File: config.mk
export PLATFORM = sky130hd
export DESIGN_NAME = axis_frame_conformer
export DESIGN_NICKNAME = d
export VERILOG_FILES = /design/src/rtl/video_axis_pkg.sv /design/src/rtl/axis_out_reg.sv /design/src/rtl/axis_frame_conformer.sv
export SDC_FILE = /design/constraint.sdc
export NUM_CORES = 1
export LEC_CHECK = 0
export ABC_AREA = 1
export CORE_ASPECT_RATIO = 2
export CORE_MARGIN = 4
export CORE_UTILIZATION = 50
export DETAILED_ROUTE_END_ITERATION = 8
export PLACE_DENSITY = 0.7
export SETUP_SLACK_MARGIN = 0.3
export SYNTH_ARGS = -nofsm -noshare
export SYNTH_HDL_FRONTEND = slang
export SYNTH_HIERARCHICAL = 1
export SYNTH_SLANG_ARGS = --single-unit
export TNS_END_PERCENT = 50
File: constraint.sdc
create_clock -name clk -period 6.2 [get_ports clk]
set_input_delay 1.24 -clock clk [delete_from_list [all_inputs] [get_ports clk]]
set_output_delay 1.24 -clock clk [all_outputs]
set_load 0.005 [all_outputs]
File: src/rtl/video_axis_pkg.sv
// Shared video AXI4-Stream definitions for the conformer and barrel_distortion_correction.
// Holds the conformer state encoding and the default frame geometry.
// Also provides a saturating 16-bit increment used by the optional statistics counters.
package video_axis_pkg;

   localparam int DEF_WIDTH       = 1920;
   localparam int DEF_HEIGHT      = 1080;
   localparam int DEF_DATA_WIDTH  = 24;
   localparam int DEF_COORD_WIDTH = 16;

   typedef enum logic [1:0] {
      WAIT_SOF = 2'd0,
      PASS     = 2'd1,
      PAD      = 2'd2,
      DROP     = 2'd3
   } conf_state_t;

   // Increment that sticks at all-ones instead of wrapping.
   function automatic logic [15:0] sat_inc16(input logic [15:0] v);
      return (v == 16'hFFFF) ? v : v + 16'd1;
   endfunction

endpackage

File: src/rtl/axis_out_reg.sv
// Single-entry AXI4-Stream output register carrying tdata/tlast/tuser.
// Latency: 1 cycle from load to visible output.
// Backpressure: loads only on i_out_en, so contents stay frozen while valid && !ready.
module axis_out_reg #(
   parameter int DATA_WIDTH = 24
) (
   input  logic                  clk,
   input  logic                  rst,
   input  logic                  i_out_en,
   input  logic                  i_vld,
   input  logic [DATA_WIDTH-1:0] i_dat,
   input  logic                  i_last,
   input  logic                  i_user,
   output logic                  o_vld,
   output logic [DATA_WIDTH-1:0] o_dat,
   output logic                  o_last,
   output logic                  o_user
);

   logic                  r_vld;
   logic [DATA_WIDTH-1:0] r_dat;
   logic                  r_last;
   logic                  r_user;

   // Capture a new beat (or an empty slot) whenever the slot is free or being drained.
   always_ff @(posedge clk) begin
      if (rst) begin
         r_vld  <= 1'b0;
         r_dat  <= '0;
         r_last <= 1'b0;
         r_user <= 1'b0;
      end else if (i_out_en) begin
         r_vld  <= i_vld;
         r_dat  <= i_dat;
         r_last <= i_last;
         r_user <= i_user;
      end
   end

   assign o_vld  = r_vld;
   assign o_dat  = r_dat;
   assign o_last = r_last;
   assign o_user = r_user;

endmodule

File: src/rtl/axis_frame_conformer.sv
// Forces an arbitrary AXI4-Stream video source into exact WIDTH x HEIGHT frames (pad/truncate/drop).
// Latency: 1 cycle input acceptance to m_axis_tvalid, 1 pixel/clk sustained.
// Backpressure: s_axis_tready follows the output slot; optional stats via AXIS_FRAME_CONFORMER_STATS_EN.
module axis_frame_conformer
   import video_axis_pkg::*;
#(
   parameter int                    WIDTH       = DEF_WIDTH,
   parameter int                    HEIGHT      = DEF_HEIGHT,
   parameter int                    DATA_WIDTH  = DEF_DATA_WIDTH,
   parameter int                    COORD_WIDTH = DEF_COORD_WIDTH,
   parameter logic [DATA_WIDTH-1:0] PAD_VALUE   = '0
) (
   input  logic                  clk,
   input  logic                  rst,
   input  logic [DATA_WIDTH-1:0] s_axis_tdata,
   input  logic                  s_axis_tvalid,
   input  logic                  s_axis_tlast,
   input  logic                  s_axis_tuser,
   output logic                  s_axis_tready,
   output logic [DATA_WIDTH-1:0] m_axis_tdata,
   output logic                  m_axis_tvalid,
   output logic                  m_axis_tlast,
   output logic                  m_axis_tuser,
   input  logic                  m_axis_tready,
   output logic                  err_short_line,
   output logic                  err_long_line,
   output logic                  err_early_sof,
   output logic                  frame_done
`ifdef AXIS_FRAME_CONFORMER_STATS_EN
   ,
   input  logic                  stats_clr,
   output logic [15:0]           cnt_short_line,
   output logic [15:0]           cnt_long_line,
   output logic [15:0]           cnt_early_sof,
   output logic [15:0]           cnt_frames
`endif
);

   localparam logic [COORD_WIDTH-1:0] X_LAST = COORD_WIDTH'(WIDTH - 1);
   localparam logic [COORD_WIDTH-1:0] Y_LAST = COORD_WIDTH'(HEIGHT - 1);
   localparam logic [COORD_WIDTH-1:0] C_ONE  = COORD_WIDTH'(1);

   conf_state_t            r_state;
   logic [COORD_WIDTH-1:0] r_x;
   logic [COORD_WIDTH-1:0] r_y;
   logic                   r_drop_eof;   // the line being dropped was the last of the frame
   logic                   r_out_eof;    // output slot holds pixel (WIDTH-1,HEIGHT-1)

   conf_state_t            w_state_nxt;
   logic [COORD_WIDTH-1:0] w_x_nxt;
   logic [COORD_WIDTH-1:0] w_y_nxt;
   logic                   w_drop_eof_nxt;
   logic [COORD_WIDTH-1:0] w_cx;
   logic [COORD_WIDTH-1:0] w_cy;
   logic                   w_emit;
   logic                   w_out_en;
   logic                   w_tready;
   logic                   w_load;
   logic [DATA_WIDTH-1:0]  w_dat;
   logic                   w_last;
   logic                   w_user;
   logic                   w_eof;
   logic                   w_short;
   logic                   w_long;
   logic                   w_sof_err;

   assign w_out_en = !m_axis_tvalid || m_axis_tready;

   // State, coordinates and drop destination.
   always_ff @(posedge clk) begin
      if (rst) begin
         r_state    <= WAIT_SOF;
         r_x        <= '0;
         r_y        <= '0;
         r_drop_eof <= 1'b0;
      end else begin
         r_state    <= w_state_nxt;
         r_x        <= w_x_nxt;
         r_y        <= w_y_nxt;
         r_drop_eof <= w_drop_eof_nxt;
      end
   end

   // Next state, input ready, output beat and anomaly pulses.
   always_comb begin
      w_state_nxt    = r_state;
      w_x_nxt        = r_x;
      w_y_nxt        = r_y;
      w_drop_eof_nxt = r_drop_eof;
      w_cx           = r_x;
      w_cy           = r_y;
      w_emit         = 1'b0;
      w_tready       = 1'b0;
      w_load         = 1'b0;
      w_dat          = '0;
      w_last         = 1'b0;
      w_user         = 1'b0;
      w_eof          = 1'b0;
      w_short        = 1'b0;
      w_long         = 1'b0;
      w_sof_err      = 1'b0;

      case (r_state)
         WAIT_SOF: begin
            // Garbage is always swallowed; an SOF beat must wait for a free output slot.
            w_tready = w_out_en || !s_axis_tuser;
            if (s_axis_tvalid && w_tready && s_axis_tuser) begin
               w_emit = 1'b1;
               w_cx   = '0;
               w_cy   = '0;
            end
         end
         PASS: begin
            w_tready = w_out_en;
            if (s_axis_tvalid && w_tready) begin
               w_emit = 1'b1;
               if (s_axis_tuser) begin
                  w_sof_err = (r_x != '0) || (r_y != '0);
                  w_cx      = '0;
                  w_cy      = '0;
               end
            end
         end
         PAD: begin
            if (w_out_en) begin
               w_load = 1'b1;
               w_dat  = PAD_VALUE;
               w_last = (r_x == X_LAST);
               w_eof  = (r_x == X_LAST) && (r_y == Y_LAST);
               if (r_x == X_LAST) begin
                  w_x_nxt = '0;
                  if (r_y == Y_LAST) begin
                     w_y_nxt     = '0;
                     w_state_nxt = WAIT_SOF;
                  end else begin
                     w_y_nxt     = r_y + C_ONE;
                     w_state_nxt = PASS;
                  end
               end else begin
                  w_x_nxt = r_x + C_ONE;
               end
            end
         end
         DROP: begin
            // A fresh SOF here restarts the frame, so it needs the output slot like in PASS.
            w_tready = w_out_en || !s_axis_tuser;
            if (s_axis_tvalid && w_tready) begin
               if (s_axis_tuser) begin
                  w_sof_err = 1'b1;
                  w_emit    = 1'b1;
                  w_cx      = '0;
                  w_cy      = '0;
               end else if (s_axis_tlast) begin
                  w_state_nxt = r_drop_eof ? WAIT_SOF : PASS;
               end
            end
         end
         default: begin
            w_state_nxt = WAIT_SOF;
         end
      endcase

      // Common handling of an input pixel placed at (w_cx, w_cy).
      if (w_emit) begin
         w_load = 1'b1;
         w_dat  = s_axis_tdata;
         w_user = (w_cx == '0) && (w_cy == '0);
         w_last = (w_cx == X_LAST);
         w_eof  = (w_cx == X_LAST) && (w_cy == Y_LAST);
         if (s_axis_tlast && (w_cx != X_LAST)) begin
            w_short     = 1'b1;
            w_x_nxt     = w_cx + C_ONE;
            w_y_nxt     = w_cy;
            w_state_nxt = PAD;
         end else if (w_cx == X_LAST) begin
            w_x_nxt = '0;
            w_y_nxt = (w_cy == Y_LAST) ? '0 : w_cy + C_ONE;
            if (!s_axis_tlast) begin
               w_long         = 1'b1;
               w_drop_eof_nxt = (w_cy == Y_LAST);
               w_state_nxt    = DROP;
            end else begin
               w_state_nxt = (w_cy == Y_LAST) ? WAIT_SOF : PASS;
            end
         end else begin
            w_x_nxt     = w_cx + C_ONE;
            w_y_nxt     = w_cy;
            w_state_nxt = PASS;
         end
      end

      // Nothing is accepted or reported while reset is held.
      if (rst) begin
         w_tready  = 1'b0;
         w_load    = 1'b0;
         w_short   = 1'b0;
         w_long    = 1'b0;
         w_sof_err = 1'b0;
      end
   end

   axis_out_reg #(
      .DATA_WIDTH (DATA_WIDTH)
   ) u_out_reg (
      .clk      (clk),
      .rst      (rst),
      .i_out_en (w_out_en),
      .i_vld    (w_load),
      .i_dat    (w_dat),
      .i_last   (w_last),
      .i_user   (w_user),
      .o_vld    (m_axis_tvalid),
      .o_dat    (m_axis_tdata),
      .o_last   (m_axis_tlast),
      .o_user   (m_axis_tuser)
   );

   // Tag the output slot when it carries the final pixel of a frame.
   always_ff @(posedge clk) begin
      if (rst) begin
         r_out_eof <= 1'b0;
      end else if (w_out_en) begin
         r_out_eof <= w_load && w_eof;
      end
   end

   assign s_axis_tready  = w_tready;
   assign err_short_line = w_short;
   assign err_long_line  = w_long;
   assign err_early_sof  = w_sof_err;
   assign frame_done     = r_out_eof && m_axis_tvalid && m_axis_tready && !rst;

`ifdef AXIS_FRAME_CONFORMER_STATS_EN
   logic [15:0] r_cnt_short;
   logic [15:0] r_cnt_long;
   logic [15:0] r_cnt_sof;
   logic [15:0] r_cnt_frames;

   // Saturating anomaly and frame counters; clear wins over a simultaneous pulse.
   always_ff @(posedge clk) begin
      if (rst || stats_clr) begin
         r_cnt_short  <= '0;
         r_cnt_long   <= '0;
         r_cnt_sof    <= '0;
         r_cnt_frames <= '0;
      end else begin
         if (w_short)    r_cnt_short  <= sat_inc16(r_cnt_short);
         if (w_long)     r_cnt_long   <= sat_inc16(r_cnt_long);
         if (w_sof_err)  r_cnt_sof    <= sat_inc16(r_cnt_sof);
         if (frame_done) r_cnt_frames <= sat_inc16(r_cnt_frames);
      end
   end

   assign cnt_short_line = r_cnt_short;
   assign cnt_long_line  = r_cnt_long;
   assign cnt_early_sof  = r_cnt_sof;
   assign cnt_frames     = r_cnt_frames;
`endif

endmodule

==> reports/qor.yml, run 1 <==
status: "complete, no violations"
cts_tree: "done"
grt_pass1_wl_mm: 25.0
fin_ws_ns: 0.889
num_io_pins: 62
antenna_found_initial: 0
reg2reg_depth: 20
grt_use_total_pct: 27.7
r2r-start: "r_state[1]"
cts_num_sinks: 63
dieArea_um2: 11500
vias: 5201
cap_violations: 0
syn-num-nets: 824
timing.rr.end: "r_x[3]"
synthCells: 779
synth-edff-count: 0
core_region_area_um2: 9450
io_buffers: 61
cts_hold_buf: 0
hold_start: "u_out_reg/o_dat[0]"
grt_overflow: 0
crit_arrival_ns: 4.07
min_period_ns: 5.31
crit_fanout: 7
critPathRequiredTime_ns: 4.96
critical_path.max_stage_delay_ns: 0.55
start_util_pct: 51.5
tightest_slew_ns: 0.723
synth_top_area_share_pct: 25.9
critPathCaptureType: "output port"
finish.utilization_pct: 61.4
hold_end: "u_out_reg/o_dat[0]"
start_kind: "input pin"
drtAntennaViolNets: 0
core.rowCount: 50
cts-resized-gates: 0
synth.most_common_cell: "nand2_1"
r2r_slack_ns: 2.65
diodes: 0
grt_max_degree: 60
netlist_area_um2: 4870
hold_path_depth: 2
place_ws_ns: 0.918
post_cts_buffers: 0
clock_latency_ns: 0.34
setup_tns_ns: 0
first_pass_iters: 6
fp.dieH_um: 148
static-leakage-power_nw: 2.67
cts-htree-levels: 3
p_per_area_nw_per_um2: 291
vias_per_cell: 5.41
drtIter0Drc: 282
numCtsBuffers: 9
cts_root_buf: "clkbuf_16"
fin_crit_sh_pct: 85.7
cts_buffer_depth: 2
post-synth-top-area-cell: "dfxtp_1"
max_clock_freq_mhz: 188
grt_pass1_vias: 5108
crit_buf_inv: 4
crit_family: "buffers and inverters"
setup_viol: 0
yosys.cell_types.count: 53
ys_seq_area_share_pct: 25.9
synth_flop_cell: "dfxtp_1"
timing.slew.headroom_pct: 51.6
wl_per_cell_um: 16.1
gp_congestion: 1.02
synth_commonest_cells: "128 x nand2_1, 127 x nor2_1, 125 x inv_1"
total_power_mw: 1.69
drc: 0
hp-class: "reg2reg"
finalHoldWorstSlack_ns: 0.472
cts.clk_slew.worst_paths_ns: 0.05
slew_viol_final: 0
hold_violations: 0
fin_nets: 872
drive_gt1_share_pct: 11.5
die_x_um: 77.8
area_delta_synth_final_pct: 19.3
synth-async-reset-ratio_pct: 0
cp_slowest_cell: "clkdlybuf4s50_1"
path_class: "in2out"
rsz0062_at_grt: "no"
synth.area.top_cells: "dfxtp_1 26%, nand2_1 9.9%, nor2_1 9.8%"
worstSetupStartpoint: "m_axis_tready"
path_cells: "clkdlybuf4s50_1 > inv_2 > nand2_4 > nand3_4 > a21oi_2 > nor2_1 > ha_1 > nand4_4 > nor2_8 > nand2_2 > ha_1 > clkinv_1 > nor3_1 > clkdlybuf4s50_1"
synth.ff_latch_count: 63
drt-total-wl_mm: 15.5
avgSynthCellArea_um2: 6.25
ys_warn_count: 6
ir_drop_mv: 0.167
hpwl_mm: 11.8
clock_skew_ns: 0.00917
## registers in the layout, summed over array words and instances, names as in the netlist, 2 cells and up
name	count
r_state	2
r_y	16
r_x	16
u_out_reg/o_dat	24
## cells by family after synthesis
group,count (synthesis),synth area share (%)
AO/OA/AOI/OAI,130,15.1
XOR/XNOR,12,2.16
buffers and inverters,166,14.8
flip-flops,63,25.9
adder cells (fa/ha/maj),15,3.86
AND/OR/NAND/NOR,393,38.2
## metrics by stage
| stage | std cells | instance area, um2 |
|---|---|---|
| 2_1_floorplan | 779 | 4870 |
| 3_3_place_gp | 946 | 5480 |
| 3_5_place_dp | 946 | 5480 |
| 4_1_cts | 962 | 5800 |
| 5_1_grt | 962 | 5800 |
| 6_report | 962 | 5800 |
## placed cells by master, fill, tap and decap left out, drive strengths merged, types with 4 or more instances in the layout
master / n
clkinv: 4
nor2: 151
nand3: 44
nand4: 20
nor4: 4
nor3: 13
clkbuf: 11
buf: 7
clkdlybuf4s50: 61
o211ai: 6
a31oi: 7
o21ai: 53
xor2: 9
a21oi: 49
dfxtp: 63
nand2: 156
inv: 133
ha: 15
## worst max-delay path by stage
stage	end	slack, ns	depth (start not counted)
final	err_short_line	0.89	14
after global routing	err_short_line	0.69	14
after CTS	err_short_line	0.89	14
after detailed placement	err_short_line	0.92	14
after global placement	err_short_line	0.95	14
after floorplan	err_short_line	1.54	14
## cell type report
class | count | area, um2
clock buffer | 11 | 243
clock inverter | 5 | 81.3
fill | 919 | 3640
inverter | 135 | 507
multi-input combinational | 550 | 2890
sequential | 63 | 1260
tap | 130 | 163
timing repair buffer | 68 | 663
## routing by layer
metal | GRT usage (%) | wire length, um | vias to the layer above | share of wire [%]
met5 | 0 | 0 | - | 0
met3 | 5.12 | 785 | 90 | 5.1
met2 | 50.6 | 8080 | 217 | 52
li1 | - | - | 2569 | -
met1 | 25.3 | 5220 | 2325 | 34
met4 | 24.2 | 1400 | 0 | 9.0
## worst register-to-register path: cells and delay by family (launching register included)
kind	cells	cell delay, ns
simple gates	9	1.13
buf+inv	6	0.64
fa+ha+maj	3	0.75
flops	1	0.43
compound gates	2	0.55
## power by group
group | internal, mW | leakage, nW | total (mW) | switching [mW]
logic | 0.216 | 2.00 | 0.599 | 0.383
registers | 0.460 | 0.513 | 0.534 | 0.0737
clock network | 0.363 | 0.156 | 0.553 | 0.190
Power figures use the tool's default switching activity.
==> run 2: changes to the inputs <==
--- a/config.mk
+++ b/config.mk
@@ -9,6 +9,7 @@
 export CORE_ASPECT_RATIO = 2
 export CORE_MARGIN = 4
 export CORE_UTILIZATION = 50
+export CTS_CLUSTER_SIZE = 16
 export DETAILED_ROUTE_END_ITERATION = 8
 export PLACE_DENSITY = 0.7
 export SETUP_SLACK_MARGIN = 0.3
==> results of run 2 <==
Final layout, timing and power as in run 1 (identical DEF).
==> run 3: changes to the inputs <==
--- a/config.mk
+++ b/config.mk
@@ -11,10 +11,10 @@
 export CORE_UTILIZATION = 50
 export CTS_CLUSTER_SIZE = 16
 export DETAILED_ROUTE_END_ITERATION = 8
-export PLACE_DENSITY = 0.7
+export PLACE_DENSITY = 0.71
 export SETUP_SLACK_MARGIN = 0.3
+export SKIP_CTS_REPAIR_TIMING = 1
 export SYNTH_ARGS = -nofsm -noshare
 export SYNTH_HDL_FRONTEND = slang
-export SYNTH_HIERARCHICAL = 1
 export SYNTH_SLANG_ARGS = --single-unit
 export TNS_END_PERCENT = 50
==> reports/qor.yml, run 3 <==
status: "complete, no violations"
rsz0062_at_grt: "no"
synth_commonest_cells: "146 x nand2_1, 68 x a21oi_1, 67 x inv_1"
p_comb_share_pct: 36.1
start_kind: "input pin"
io_buffers: 61
synthCells: 679
path_class: "in2out"
hp-class: "reg2reg"
grt_pass1_vias: 4883
antenna_found_initial: 0
synth.most_common_cell: "nand2_1"
total_power_mw: 1.63
cts_buffer_depth: 2
synth-edff-count: 0
avgSynthCellArea_um2: 6.46
pwr-share-seq_pct: 33.2
grt_overflow: 0
worstSetupStartpoint: "m_axis_tready"
start_util_pct: 51.1
slew_viol_final: 0
dieArea_um2: 10400
first_pass_iters: 4
synth.area.top_cells: "dfxtp_1 29%, nand2_1 12%, a21oi_1 7.8%"
critPathCaptureType: "output port"
ys_warn_count: 0
syn-num-nets: 725
cts_num_sinks: 63
p_switching_mw: 0.659
ir_drop_mv: 0.191
grt_pass1_wl_mm: 22.8
reg2reg_depth: 18
gp_congestion: 0.967
core.rowCount: 48
cts_tree: "done"
fp.dieH_um: 140
clkPwrFrac_pct: 30.8
power_switching_share_pct: 40.4
fin_nets: 770
hpwl_mm: 10.7
cts-htree-levels: 3
netlist_area_um2: 4390
p_per_area_nw_per_um2: 307
synth_flop_cell: "dfxtp_1"
core_region_area_um2: 8590
drc: 0
clock_skew_ns: 0.0102
hold_violations: 0
largest_reg_flops: 24
final_cell_mix: "146 x nand2_1, 68 x a21oi_1, 67 x inv_1"
post-synth-top-area-cell: "dfxtp_1"
yosys.cell_types.count: 50
drt-total-wl_mm: 14.2
max_clock_freq_mhz: 179
cts_root_buf: "clkbuf_16"
grt_use_total_pct: 28.1
cts.clk_slew.worst_paths_ns: 0.06
diodes: 0
synth-async-reset-ratio_pct: 0
static-leakage-power_nw: 2.07
timing.rr.end: "r_y[14]"
critPathCapture: "err_short_line"
timing.slew.headroom_pct: 39.4
crit_fanout: 18
synth.ff_latch_count: 63
wl_per_cell_um: 17.1
path_cells: "clkdlybuf4s50_1 > inv_1 > nand2_4 > nand4_4 > nand2_4 > nor2_1 > ha_1 > nand4_4 > nor2_4 > nand3_4 > ha_1 > inv_1 > nor2_1 > clkdlybuf4s50_1"
r2r_slack_ns: 2.40
area_delta_synth_final_pct: 20.8
setup_viol: 0
cp_slowest_cell: "clkdlybuf4s50_1"
vias_per_cell: 5.72
numCtsBuffers: 9
critPathRequiredTime_ns: 4.96
clock_latency_ns: 0.34
fin_crit_sh_pct: 89.9
vias: 4739
num_io_pins: 62
cap_violations: 0
tightest_slew_ns: 0.907
critical_path.max_stage_delay_ns: 0.53
drtAntennaViolNets: 0
drive_gt1_share_pct: 9.88
layout_commonest_cell: "nand2_1"
p_int_mw: 0.970
drtIter0Drc: 295
die_x_um: 74.2
synth_top_area_share_pct: 28.8
ys_seq_area_share_pct: 28.8
setup_tns_ns: 0
min_period_ns: 5.57
r2r-start: "r_state[0]"
crit_arrival_ns: 4.33
grt_max_degree: 47
## run 3: worst min-delay path by stage
stage                         from             endpoint  cells past startpoint
2_1_floorplan               r_y[1]               r_y[1]                      2
3_3_place_gp    u_out_reg.o_dat[3]   u_out_reg.o_dat[3]                      2
3_5_place_dp   u_out_reg.o_dat[23]  u_out_reg.o_dat[23]                      2
4_1_cts        u_out_reg.o_dat[23]  u_out_reg.o_dat[23]                      2
5_1_grt         u_out_reg.o_dat[1]   u_out_reg.o_dat[1]                      2
6_report       u_out_reg.o_dat[23]  u_out_reg.o_dat[23]                      2
## run 3: power by group through the flow
stage,clock network [mW],logic (mW),registers [mW]
finish,0.501,0.587,0.540
global route,0.529,0.650,0.548
CTS,0.506,0.585,0.538
detailed placement,0,0.582,0.546
global placement,0,0.572,0.544
floorplan,0,0.423,0.514
## run 3: critical path, delay by kind of cell
| kind | cells | cell delay, ns |
|---|---|---|
| buffers and inverters | 4 | 1.29 |
| and+or+nand+nor | 8 | 1.11 |
| adders and majority gates | 2 | 0.67 |
## run 3: final cells by class
cell class                 count  area (um2)
clock buffer                  10         229
clock inverter                 6        61.3
fill                         823        3290
inverter                      80         303
multi-input combinational    505        2680
sequential                    63        1260
tap                          100         125
timing repair buffer          65         641
## run 3: metal layers
metal | vias to the layer above | routed length (um) | GRT usage [%]
met5 | - | 0 | 0
met1 | 2197 | 5030 | 26.8
met4 | 0 | 953 | 20.4
met2 | 131 | 7710 | 50.8
li1 | 2343 | - | -
met3 | 68 | 459 | 4.96
## run 3: kinds of logic (layout without fill, tap and decap cells)
logic type      Yosys count  in the layout  synth area share (%)
simple gates            329            329                  35.8
compound gates          152            152                  18.9
buf+inv                 111            161                  10.3
flops                    63             63                  28.8
fa+ha+maj                16             16                  4.56
xor+xnor                  8              8                  1.60
## run 3: per-stage QoR
stage / hold slack [ns] / area, um2 / instances / setup slack (ns) / util (%)
global route: 0.487 / 5300 / 829 / 0.416 / 61.7
CTS: 0.465 / 5300 / 829 / 0.617 / 61.7
floorplan: 0.456 / 4390 / 679 / 1.58 / -
detailed placement: 0.456 / 5010 / 813 / 0.623 / 58.3
global placement: 0.453 / 5010 / 813 / 0.681 / 58.3
finish: 0.462 / 5300 / 829 / 0.627 / 61.7
